File: config.mk
export PLATFORM = sky130hd
export DESIGN_NAME = shifter_operand_pipe
export DESIGN_NICKNAME = d
export VERILOG_FILES = /design/src/rtl/shifter_pkg.sv /design/src/rtl/shifter_operand_pipe_shift_core.sv /design/src/rtl/shifter_operand_pipe.sv
export SDC_FILE = /design/constraint.sdc
export NUM_CORES = 1
export LEC_CHECK = 0
export CORE_UTILIZATION = 25
export DETAILED_ROUTE_END_ITERATION = 10
export SLEW_MARGIN = 20
export SYNTH_ARGS = -nofsm -noshare
export SYNTH_HDL_FRONTEND = slang
export SYNTH_SLANG_ARGS = --single-unit
File: constraint.sdc
create_clock -name clk -period 10.3 [get_ports clk]
set_clock_uncertainty 0.05 [all_clocks]
set_input_delay 1.03 -clock clk [delete_from_list [all_inputs] [get_ports clk]]
set_output_delay 1.03 -clock clk [all_outputs]
set_load 0.005 [all_outputs]
File: src/rtl/shifter_pkg.sv
// Shared encodings and helpers for the shifter operand pipeline.
package shifter_pkg;

  localparam logic [1:0] SRC_EXT_IMM8 = 2'b00;
  localparam logic [1:0] SRC_RM       = 2'b01;
  localparam logic [1:0] SRC_IMM32    = 2'b10;
  localparam logic [1:0] SRC_ROT_IMM8 = 2'b11;

  localparam logic [1:0] SHIFT_LSL = 2'b00;
  localparam logic [1:0] SHIFT_LSR = 2'b01;
  localparam logic [1:0] SHIFT_ASR = 2'b10;
  localparam logic [1:0] SHIFT_ROR = 2'b11;

  // Edge cases of the encoded shift are folded away in stage 1, so the
  // shift core only ever sees in-range amounts (1..W-1) for LSL/LSR/ASR/ROR.
  typedef enum logic [2:0] {
    OP_PASS, OP_LSL, OP_LSR, OP_ASR, OP_ROR, OP_RRX, OP_ZERO, OP_FILL
  } shop_e;

  function automatic int clog2(input int value);
    int r;
    r = 0;
    while ((1 << r) < value) r = r + 1;
    return r;
  endfunction

endpackage

File: src/rtl/shifter_operand_pipe_shift_core.sv
// Combinational barrel shifter on a normalised op; zero latency, no flow control.
// ZERO/PASS take their carry from i_cin, which stage 1 pre-computes for those cases.
module shift_core
  import shifter_pkg::*;
#(
  parameter int DATA_W = 32,
  parameter int AMT_W  = clog2(DATA_W)
) (
  input  logic [DATA_W-1:0] i_value,
  input  shop_e             i_op,
  input  logic [AMT_W-1:0]  i_amt,
  input  logic              i_cin,
  output logic [DATA_W-1:0] o_result,
  output logic              o_cout
);

  logic [DATA_W:0]   w_lsl_ext;
  logic [DATA_W:0]   w_lsr_ext;
  logic [DATA_W:0]   w_asr_ext;
  logic [AMT_W-1:0]  w_rol_amt;
  logic [DATA_W-1:0] w_ror;

  // One guard bit beyond the data catches the last bit shifted out.
  assign w_lsl_ext = {1'b0, i_value} << i_amt;
  assign w_lsr_ext = {i_value, 1'b0} >> i_amt;
  assign w_asr_ext = $signed({i_value, 1'b0}) >>> i_amt;
  assign w_rol_amt = AMT_W'(0) - i_amt;
  assign w_ror     = (i_value >> i_amt) | (i_value << w_rol_amt);

  always_comb begin
    o_result = i_value;
    o_cout   = i_cin;
    case (i_op)
      OP_LSL:  begin o_result = w_lsl_ext[DATA_W-1:0]; o_cout = w_lsl_ext[DATA_W]; end
      OP_LSR:  begin o_result = w_lsr_ext[DATA_W:1];   o_cout = w_lsr_ext[0];      end
      OP_ASR:  begin o_result = w_asr_ext[DATA_W:1];   o_cout = w_asr_ext[0];      end
      OP_ROR:  begin o_result = w_ror;                 o_cout = w_ror[DATA_W-1];   end
      OP_RRX:  begin o_result = {i_cin, i_value[DATA_W-1:1]}; o_cout = i_value[0]; end
      OP_ZERO: begin o_result = '0;                    o_cout = i_cin;             end
      OP_FILL: begin o_result = {DATA_W{i_value[DATA_W-1]}}; o_cout = i_value[DATA_W-1]; end
      default: begin o_result = i_value;               o_cout = i_cin;             end
    endcase
  end

endmodule

File: src/rtl/shifter_operand_pipe.sv
// Two-stage elastic pipeline producing the shifter operand and carry-out.
// Latency 2, full throughput; output holds while out_ready is low, in_ready = !v1 | adv2.
module shifter_operand_pipe
  import shifter_pkg::*;
#(
  parameter int DATA_W        = 32,
  parameter int TAG_W         = 4,
  parameter bit IMM8_SIGN_EXT = 1'b1
) (
  input  logic                      clk,
  input  logic                      rst_n,
  input  logic                      flush,
  input  logic                      in_valid,
  output logic                      in_ready,
  input  logic [1:0]                in_src_sel,
  input  logic [7:0]                in_imm8,
  input  logic [3:0]                in_rot,
  input  logic [DATA_W-1:0]         in_imm32,
  input  logic [DATA_W-1:0]         in_rm,
  input  logic [7:0]                in_rs,
  input  logic [1:0]                in_shift_type,
  input  logic [clog2(DATA_W)-1:0]  in_shift_imm,
  input  logic                      in_shift_by_reg,
  input  logic                      in_carry,
  input  logic [TAG_W-1:0]          in_tag,
  output logic                      out_valid,
  input  logic                      out_ready,
  output logic [DATA_W-1:0]         out_operand,
  output logic                      out_carry,
  output logic [TAG_W-1:0]          out_tag
);

  localparam int AMT_W = clog2(DATA_W);

  logic [DATA_W-1:0] w_imm8_zext, w_imm8_ext, w_rot_val, w_value;
  logic [AMT_W-1:0]  w_rot_amt, w_amt;
  shop_e             w_op;
  logic              w_cseed;
  logic              w_adv2, w_accept;
  logic [DATA_W-1:0] w_result;
  logic              w_cout;

  logic              r_v1, r_v2;
  logic [DATA_W-1:0] r_s1_value;
  shop_e             r_s1_op;
  logic [AMT_W-1:0]  r_s1_amt;
  logic              r_s1_cin;
  logic [TAG_W-1:0]  r_s1_tag;
  logic [DATA_W-1:0] r_out_operand;
  logic              r_out_carry;
  logic [TAG_W-1:0]  r_out_tag;

  assign w_imm8_zext = {{(DATA_W-8){1'b0}}, in_imm8};
  assign w_imm8_ext  = IMM8_SIGN_EXT ? {{(DATA_W-8){in_imm8[7]}}, in_imm8} : w_imm8_zext;
  assign w_rot_amt   = AMT_W'({in_rot, 1'b0});
  assign w_rot_val   = (w_imm8_zext >> w_rot_amt) | (w_imm8_zext << (AMT_W'(0) - w_rot_amt));

  always_comb begin
    case (in_src_sel)
      SRC_EXT_IMM8: w_value = w_imm8_ext;
      SRC_RM:       w_value = in_rm;
      SRC_IMM32:    w_value = in_imm32;
      default:      w_value = w_rot_val;
    endcase
  end

  // Fold every amount edge case into a normalised op plus a pre-computed carry.
  always_comb begin
    w_op    = OP_PASS;
    w_amt   = in_shift_imm;
    w_cseed = in_carry;
    if (in_src_sel == SRC_ROT_IMM8) begin
      w_cseed = (in_rot == 4'd0) ? in_carry : w_rot_val[DATA_W-1];
    end else if (!in_shift_by_reg) begin
      case (in_shift_type)
        SHIFT_LSL: w_op = (in_shift_imm == '0) ? OP_PASS : OP_LSL;
        SHIFT_LSR: begin
          w_op = (in_shift_imm == '0) ? OP_ZERO : OP_LSR;
          if (in_shift_imm == '0) w_cseed = w_value[DATA_W-1];
        end
        SHIFT_ASR: w_op = (in_shift_imm == '0) ? OP_FILL : OP_ASR;
        default:   w_op = (in_shift_imm == '0) ? OP_RRX : OP_ROR;
      endcase
    end else if (in_rs != 8'd0) begin
      w_amt = AMT_W'(in_rs);
      case (in_shift_type)
        SHIFT_LSL: begin
          w_op = (int'(in_rs) < DATA_W) ? OP_LSL : OP_ZERO;
          if (int'(in_rs) >= DATA_W) w_cseed = (int'(in_rs) == DATA_W) ? w_value[0] : 1'b0;
        end
        SHIFT_LSR: begin
          w_op = (int'(in_rs) < DATA_W) ? OP_LSR : OP_ZERO;
          if (int'(in_rs) >= DATA_W) w_cseed = (int'(in_rs) == DATA_W) ? w_value[DATA_W-1] : 1'b0;
        end
        SHIFT_ASR: w_op = (int'(in_rs) < DATA_W) ? OP_ASR : OP_FILL;
        default: begin
          w_op = (w_amt == '0) ? OP_PASS : OP_ROR;
          if (w_amt == '0) w_cseed = w_value[DATA_W-1];
        end
      endcase
    end
  end

  assign w_adv2   = !r_v2 || out_ready;
  assign in_ready = !r_v1 || w_adv2;
  assign w_accept = in_valid && in_ready;

  always_ff @(posedge clk or negedge rst_n) begin
    if (!rst_n) begin
      r_v1 <= 1'b0;
      r_v2 <= 1'b0;
    end else if (flush) begin
      r_v1 <= 1'b0;
      r_v2 <= 1'b0;
    end else begin
      if (in_ready) r_v1 <= in_valid;
      if (w_adv2)   r_v2 <= r_v1;
    end
  end

  always_ff @(posedge clk or negedge rst_n) begin
    if (!rst_n) begin
      r_s1_value <= '0;
      r_s1_op    <= OP_PASS;
      r_s1_amt   <= '0;
      r_s1_cin   <= 1'b0;
      r_s1_tag   <= '0;
    end else if (w_accept) begin
      r_s1_value <= w_value;
      r_s1_op    <= w_op;
      r_s1_amt   <= w_amt;
      r_s1_cin   <= w_cseed;
      r_s1_tag   <= in_tag;
    end
  end

  shift_core #(.DATA_W(DATA_W), .AMT_W(AMT_W)) u_shift_core (
    .i_value  (r_s1_value),
    .i_op     (r_s1_op),
    .i_amt    (r_s1_amt),
    .i_cin    (r_s1_cin),
    .o_result (w_result),
    .o_cout   (w_cout)
  );

  always_ff @(posedge clk or negedge rst_n) begin
    if (!rst_n) begin
      r_out_operand <= '0;
      r_out_carry   <= 1'b0;
      r_out_tag     <= '0;
    end else if (w_adv2 && r_v1) begin
      r_out_operand <= w_result;
      r_out_carry   <= w_cout;
      r_out_tag     <= r_s1_tag;
    end
  end

  assign out_valid   = r_v2;
  assign out_operand = r_out_operand;
  assign out_carry   = r_out_carry;
  assign out_tag     = r_out_tag;

endmodule

==> results of run 1 <==
stage by stage:
step	instances	hold WS, ns	utilization, %	worst slack [ns]	power (mW)
CTS	2216	0.417	29.8	6.13	2.18
finish	2216	0.415	29.8	6.06	2.22
global placement	2200	0.395	29.2	5.74	1.85
global route	2216	0.441	29.8	5.74	2.30
detailed placement	2200	0.400	29.2	5.75	1.85
floorplan	1531	0.383	-	6.76	1.30
per-layer routing:
layer | global-route usage [%] | routed length (µm) | vias to the layer above
met5 | 0 | 13 | -
met4 | 12.3 | 3180 | 2
met3 | 5.13 | 6530 | 188
met2 | 41.1 | 29700 | 939
met1 | 35.6 | 27800 | 6887
li1 | - | - | 5916
power groups by stage:
stage          combinational, mW  sequential (mW)  clock, mW
4_1_cts                     1.27            0.576      0.333
3_5_place_dp                1.27            0.582          0
6_report                    1.30            0.589      0.325
2_1_floorplan              0.852            0.444          0
5_1_grt                     1.37            0.589      0.344
3_3_place_gp                1.27            0.581          0
critical path: stages, from the launching register on:
cell	delay, ns
sky130_fd_sc_hd__dfrtp_4	0.85
sky130_fd_sc_hd__buf_4	0.74
sky130_fd_sc_hd__mux2i_1	0.43
sky130_fd_sc_hd__mux2i_1	0.17
sky130_fd_sc_hd__a222oi_1	0.82
sky130_fd_sc_hd__o22ai_1	0.16
sky130_fd_sc_hd__nor4_1	0.72
sky130_fd_sc_hd__o31ai_1	0.14
cell usage after synthesis, types with 21 or more instances:
library cell,instances,share of area [%]
sky130_fd_sc_hd__a221oi_1,28,2.0
sky130_fd_sc_hd__a211oi_1,28,1.7
sky130_fd_sc_hd__a31oi_1,21,1.1
sky130_fd_sc_hd__buf_2,34,1.4
sky130_fd_sc_hd__mux2i_1,110,9.0
sky130_fd_sc_hd__nor3_1,29,1.2
sky130_fd_sc_hd__nand3_1,32,1.3
sky130_fd_sc_hd__o21ai_0,102,4.2
sky130_fd_sc_hd__dfrtp_1,84,17
sky130_fd_sc_hd__mux2_2,46,4.2
sky130_fd_sc_hd__a21oi_1,110,4.5
sky130_fd_sc_hd__nor2_1,157,4.8
sky130_fd_sc_hd__mux4_2,77,14
sky130_fd_sc_hd__clkbuf_1,106,3.2
sky130_fd_sc_hd__o22ai_1,44,2.2
sky130_fd_sc_hd__inv_1,23,0.70
sky130_fd_sc_hd__nand2_1,197,6.0
placed cells by master (no fill, tap or decap), types with 14 or more instances in the layout:
cell type	netlist	final
sky130_fd_sc_hd__nor3_1	29	29
sky130_fd_sc_hd__o21ai_0	102	102
sky130_fd_sc_hd__a221oi_1	28	28
sky130_fd_sc_hd__dfrtp_1	84	80
sky130_fd_sc_hd__nand2_1	197	196
sky130_fd_sc_hd__mux2_2	46	46
sky130_fd_sc_hd__clkdlybuf4s50_1	0	141
sky130_fd_sc_hd__a211oi_1	28	28
sky130_fd_sc_hd__nor2b_1	19	17
sky130_fd_sc_hd__o211ai_1	14	14
sky130_fd_sc_hd__mux4_2	77	77
sky130_fd_sc_hd__a21oi_1	110	110
sky130_fd_sc_hd__a31oi_1	21	21
sky130_fd_sc_hd__inv_1	23	22
sky130_fd_sc_hd__mux2i_1	110	110
sky130_fd_sc_hd__o22ai_1	44	44
sky130_fd_sc_hd__o31ai_1	17	17
sky130_fd_sc_hd__nor2_1	157	156
sky130_fd_sc_hd__nand3_1	32	32
sky130_fd_sc_hd__buf_4	8	42
worst paths after layout:
path	endpoint	startpoint	slack, ns	depth (start not counted)
max	out_operand[25]	r_s1_amt[0]	6.06	7
max reg2reg	out_operand[25]	r_s1_amt[0]	6.06	7
max in group asynchronous	r_s1_amt[0]	rst_n	8.56	2
min in group asynchronous	out_operand[20]	rst_n	0.61	1
min reg2reg	out_tag[0]	r_s1_tag[0]	0.41	2
min	out_tag[0]	r_s1_tag[0]	0.41	2
flip-flops by register name, indices dropped and copies added, names as in the netlist:
| name | count |
|---|---|
| out_carry | 1 |
| out_valid | 1 |
| r_v1 | 1 |
| r_s1_op | 3 |
| r_s1_amt | 5 |
| r_s1_cin | 1 |
| out_operand | 32 |
| r_s1_tag | 4 |
| r_s1_value | 32 |
| out_tag | 4 |
cell type report:
type                    instances  area, µm²  area share, %
clock buffers                  11        243           1.69
repair buffers                183       1730           12.0
clock inverters                 5       36.3          0.253
flip-flops and latches         84       2110           14.7
inverters                      25       93.8          0.654
well taps                     656        821           5.72
multi-input cells            1252       9320           64.9
cell families after synthesis:
logic type               share of synthesized area (%)
AND/OR/NAND/NOR                                   18.6
flip-flops                                        17.1
XOR/XNOR                                         0.773
multiplexers                                      29.6
AO/OA/AOI/OAI                                     26.0
adder cells (fa/ha/maj)                          0.610
buffers and inverters                             7.28
==> flow_summary_export.csv, run 1 <==
group,metric,value,unit
timing,tightestPinTransition,1.20,ns
timing,finalHoldViolations,0,
detailed_routing,detail_route.first_pass.iterations,7,
cts,cts_hold_repair.buffers,0,
layout,nFillCells,5141,
pwr,power.ir.vdd_worst,83.6,µV
detailed_routing,number_of_nets_with_antenna_violations_after_detailed_routing,0,
cts,cts_inserted_buffers,9,
worst_setup_path,crit_required,10.48,ns
timing,finalCriticalPeriod,4.24,ns
worst_setup_path,critPathCaptureType,"flip-flop",
outcome,outcome,"complete, no violations",
logic_synthesis,yosys_register_bits,84,
global_route,first_global_vias,13449,
logic_synthesis,synth_enable_flop_cells,0,
detailed_routing,detailroute.via_count,13932,
detailed_routing,postRouteWirelength,67.2,mm
global_route,largest_net_degree_at_the_start_of_global_routing,68,
cts,clk_transition_reported_paths,0.07,ns
cts,clock_tree_root_buffer_cell,"sky130_fd_sc_hd__clkbuf_16",
detailed_routing,drc,0,
layout,area.growth.synth_to_final,16.7,%
global_route,antenna_found_initial,4,
layout,nets,1665,
job,cap_violations,0,
logic_synthesis,yosysWarnings,0,
timing,timing.slew.headroom,19.5,%
logic_synthesis,syn_area_per_cell,8.03,µm²
detailed_routing,route.detailed.wl_per_inst,30.3,µm
timing,fin_crit_sh,41.1,%
global_route,grt_overflow,0,
cts,cts.sinks,84,
hold_path,worst_min_delay_path_class,"flip-flop to flip-flop",
worst_setup_path,criticalPathCategory,"flip-flop to flip-flop",
cts,clock_tree.htree_level_count,3,
logic_synthesis,synth-seq-area-share,17.1,%
timing,unrepaired_setup_endpoints_after_global_routing,"no",
pwr,clock_power_share,14.7,%
floorplan,core_region_area,0.0481,mm²
floorplan,floorplan.die_area,0.0501,mm²
pwr,combPwrFrac,58.8,%
worst_setup_path,crit_fanout,51,
pwr,power_density,155,mW/mm²
cts,clock_insertion_delay_worst_skew,0.38,ns
global_route,total_global_routing_track_utilization,26.6,%
pwr,p_int,1.11,mW
place,finalWeightedCongestion,1.05,
floorplan,design.portCount,143,
logic_synthesis,synth.net_count,1641,
timing,maxClockFrequency,0.236,GHz
place,postPlaceCellArea,0.0141,mm²
pwr,switching_share,49.8,%
place,dp_hpwl,48.0,mm
floorplan,initial_utilization,25.5,%
timing,setup_viol,0,
cts,cts_resized,0,
logic_synthesis,post_synth_instance_area,0.0123,mm²
timing,final.setup.tns,0,ns
floorplan,die_h,224,µm
pwr,fraction_of_power_consumed_by_sequential_logic,26.5,%
place,port_buffers,142,
cts,post-cts-setup-buffers,0,
detailed_routing,first_iter_violations,1752,
layout,diodes,0,
global_route,grt_pass1_wl,97.0,mm
timing,timing_max_transition_violations_final,0,
pwr,leakage,5.25,nW
layout,finish.instance_area,0.0144,mm²
floorplan,rows,80,
worst_setup_path,timing.critical_path.arrival,4.42,ns
layout,ratio_of_cells_with_drive_above_1_in_the_final_layout,13.2,%
pwr,net-switching-power,1.10,mW
cts,ctsLongestPathBuffers,2,
logic_synthesis,async_reset_ff_share,100,%
cts,tritoncts_clock_tree,"yes",
logic_synthesis,gate_count_post_synth,1531,
detailed_routing,viasPerCell,6.29,
floorplan,die_w,224,µm
logic_synthesis,synth.distinct_cells,85,
worst_setup_path,startpoint_type_of_the_worst_setup_path,"flip-flop",
logic_synthesis,yosys_most_used_dff,"sky130_fd_sc_hd__dfrtp_1",
Note: power is estimated with default switching activity, not from simulation.
==> inputs of run 2 (changes only) <==
Clock period 10.3 ns to 3.9 ns, I/O delays scaled along.
==> run 2 against run 1 <==
Worst hold slack got worse by 0.36 ns; critical path type unchanged; routed wire length increased by 16%; combinational power increased to 3.1 times the previous value.
==> flow_summary_export.csv, run 2 (synthesis gave the netlist of run 1 again) <==
group,metric,value,unit
worst_setup_path,worstPathCellList,"clkinv_1 > ha_1 > xnor2_1 > buf_4 > mux2i_1 > mux2i_1 > nor2_1 > a2111oi_1 > buf_4 > nor4_1 > o31ai_1",
global_route,antenna_found_initial,1,
floorplan,rows,80,
layout,layout_utilization,32.2,%
worst_setup_path,startpoint_type_of_the_worst_setup_path,"flip-flop",
timing,finalHoldViolations,0,
floorplan,floorplan.die_area,0.0501,mm²
pwr,leakage,5.95,nW
layout,area.growth.synth_to_final,26.2,%
timing,timing_max_transition_violations_final,0,
layout,diodes,0,
cts,clock_tree.htree_level_count,3,
cts,post-cts-setup-buffers,0,
hold_path,worst_min_delay_path_class,"primary input to asynchronous set/reset pin",
worst_setup_path,crit_slowest_cell,"sky130_fd_sc_hd__a2111oi_1",
floorplan,die_h,224,µm
timing,final.setup.tns,0,ns
detailed_routing,viasPerCell,6.32,
layout,nets,1799,
detailed_routing,detailroute.via_count,14853,
pwr,design_power_total,6.61,mW
timing,tightestPinTransition,1.29,ns
place,postPlaceCellArea,0.0152,mm²
global_route,largest_net_degree_at_the_start_of_global_routing,72,
worst_setup_path,timing.critical_path.max_delay_family,"compound AO/OA/AOI/OAI gates",
floorplan,design.portCount,143,
cts,cts_inserted_buffers,9,
global_route,first_global_vias,14214,
detailed_routing,first_iter_violations,1732,
pwr,power.ir.vdd_worst,229,µV
timing,unrepaired_setup_endpoints_after_global_routing,"no",
worst_setup_path,critPathCaptureType,"flip-flop",
worst_setup_path,crit_required,4.15,ns
timing,setup_viol,0,
floorplan,die_w,224,µm
timing,hold_ws,0.0581,ns
detailed_routing,number_of_nets_with_antenna_violations_after_detailed_routing,0,
cts,cts_hold_repair.buffers,0,
detailed_routing,route.detailed.wl_per_inst,33.1,µm
cts,cts_resized,0,
detailed_routing,postRouteWirelength,77.7,mm
floorplan,initial_utilization,25.5,%
floorplan,core_region_area,0.0481,mm²
cts,clock_tree_root_buffer_cell,"sky130_fd_sc_hd__clkbuf_16",
timing,timing.slew.headroom,14.2,%
worst_setup_path,criticalPathCategory,"flip-flop to flip-flop",
layout,most_common_library_cell_in_the_layout_ignoring_fill_and_taps,"sky130_fd_sc_hd__nand2_1",
timing,maxClockFrequency,0.270,GHz
cts,clk_transition_reported_paths,0.09,ns
layout,finish.instance_area,0.0155,mm²
detailed_routing,drc,0,
worst_setup_path,timing.critical_path.buf_inv,3,
global_route,grt_overflow,0,
layout,nFillCells,5090,
timing,finalCriticalPeriod,3.70,ns
worst_setup_path,crit_fanout,9,
global_route,grt_pass1_wl,109,mm
layout,ratio_of_cells_with_drive_above_1_in_the_final_layout,20.1,%
global_route,total_global_routing_track_utilization,30.7,%
cts,clock_insertion_delay_worst_skew,0.40,ns
cts,tritoncts_clock_tree,"yes",
worst_setup_path,max_stage_delay,0.94,ns
job,cap_violations,0,
worst_setup_path,timing.critical_path.arrival,3.95,ns
outcome,outcome,"complete, no violations",
detailed_routing,detail_route.first_pass.iterations,7,
place,finalWeightedCongestion,1.09,
place,dp_hpwl,58.0,mm
cts,ctsLongestPathBuffers,2,
cts,cts.sinks,84,
timing,fin_crit_sh,94.9,%
pwr,power_density,426,mW/mm²
layout,final_cell_mix,"196 x sky130_fd_sc_hd__nand2_1, 167 x sky130_fd_sc_hd__buf_4, 157 x sky130_fd_sc_hd__nor2_1",
place,port_buffers,142,
==> run 2: final cells by class <==
type                    instances  area (µm²)  area share [%]
flip-flops and latches         84        2110            13.6
well taps                     656         821            5.29
clock buffers                   9         225            1.45
clock inverters                 7         105           0.677
inverters                      25        93.8           0.605
multi-input cells            1252        9320            60.0
repair buffers                317        2850            18.3
==> run 2: worst paths after layout <==
path	from	to	slack (ns)	depth (start not counted)
max	r_s1_amt[0]	out_operand[25]	0.20	11
min	rst_n	out_operand[20]	0.06	1
max reg2reg	r_s1_amt[0]	out_operand[25]	0.20	11
min reg2reg	r_s1_tag[0]	out_tag[0]	0.41	2
max in group asynchronous	rst_n	out_operand[25]	2.76	2
min in group clk	r_s1_tag[0]	out_tag[0]	0.41	2
==> run 2: metrics by stage <==
| stage | worst slack [ns] | cells |
|---|---|---|
| final | 0.198 | 2350 |
| after global routing | 0.176 | 2350 |
| after CTS | 0.360 | 2350 |
| after detailed placement | 0.367 | 2334 |
| after global placement | 0.504 | 2334 |
| after floorplan | 0.356 | 1531 |
==> run 2: worst register-to-register path: stages (launching register included) <==
cell and delay [ns]:
sky130_fd_sc_hd__dfrtp_4 0.48, sky130_fd_sc_hd__clkinv_1 0.10, sky130_fd_sc_hd__ha_1 0.26, sky130_fd_sc_hd__xnor2_1 0.55
sky130_fd_sc_hd__buf_4 0.30, sky130_fd_sc_hd__mux2i_1 0.11, sky130_fd_sc_hd__mux2i_1 0.20, sky130_fd_sc_hd__nor2_1 0.06
sky130_fd_sc_hd__a2111oi_1 0.94, sky130_fd_sc_hd__buf_4 0.24, sky130_fd_sc_hd__nor4_1 0.05, sky130_fd_sc_hd__o31ai_1 0.26
==> run 2: per-layer routing <==
layer  up-vias  global-route usage (%)  part of all wire [%]
met3       240                    6.94                   9.9
met5         -                       0                 0.021
met2      1056                    46.0                    43
met4         2                    17.9                   6.7
li1       6182                       -                     -
met1      7373                    40.4                    41
==> run 2: where the power goes <==
group	switching [mW]	internal [mW]	leakage, nW
registers	0.461	1.04	1.03
clock network	0.489	0.573	0.159
logic	2.33	1.73	4.77
total	3.28	3.34	5.95
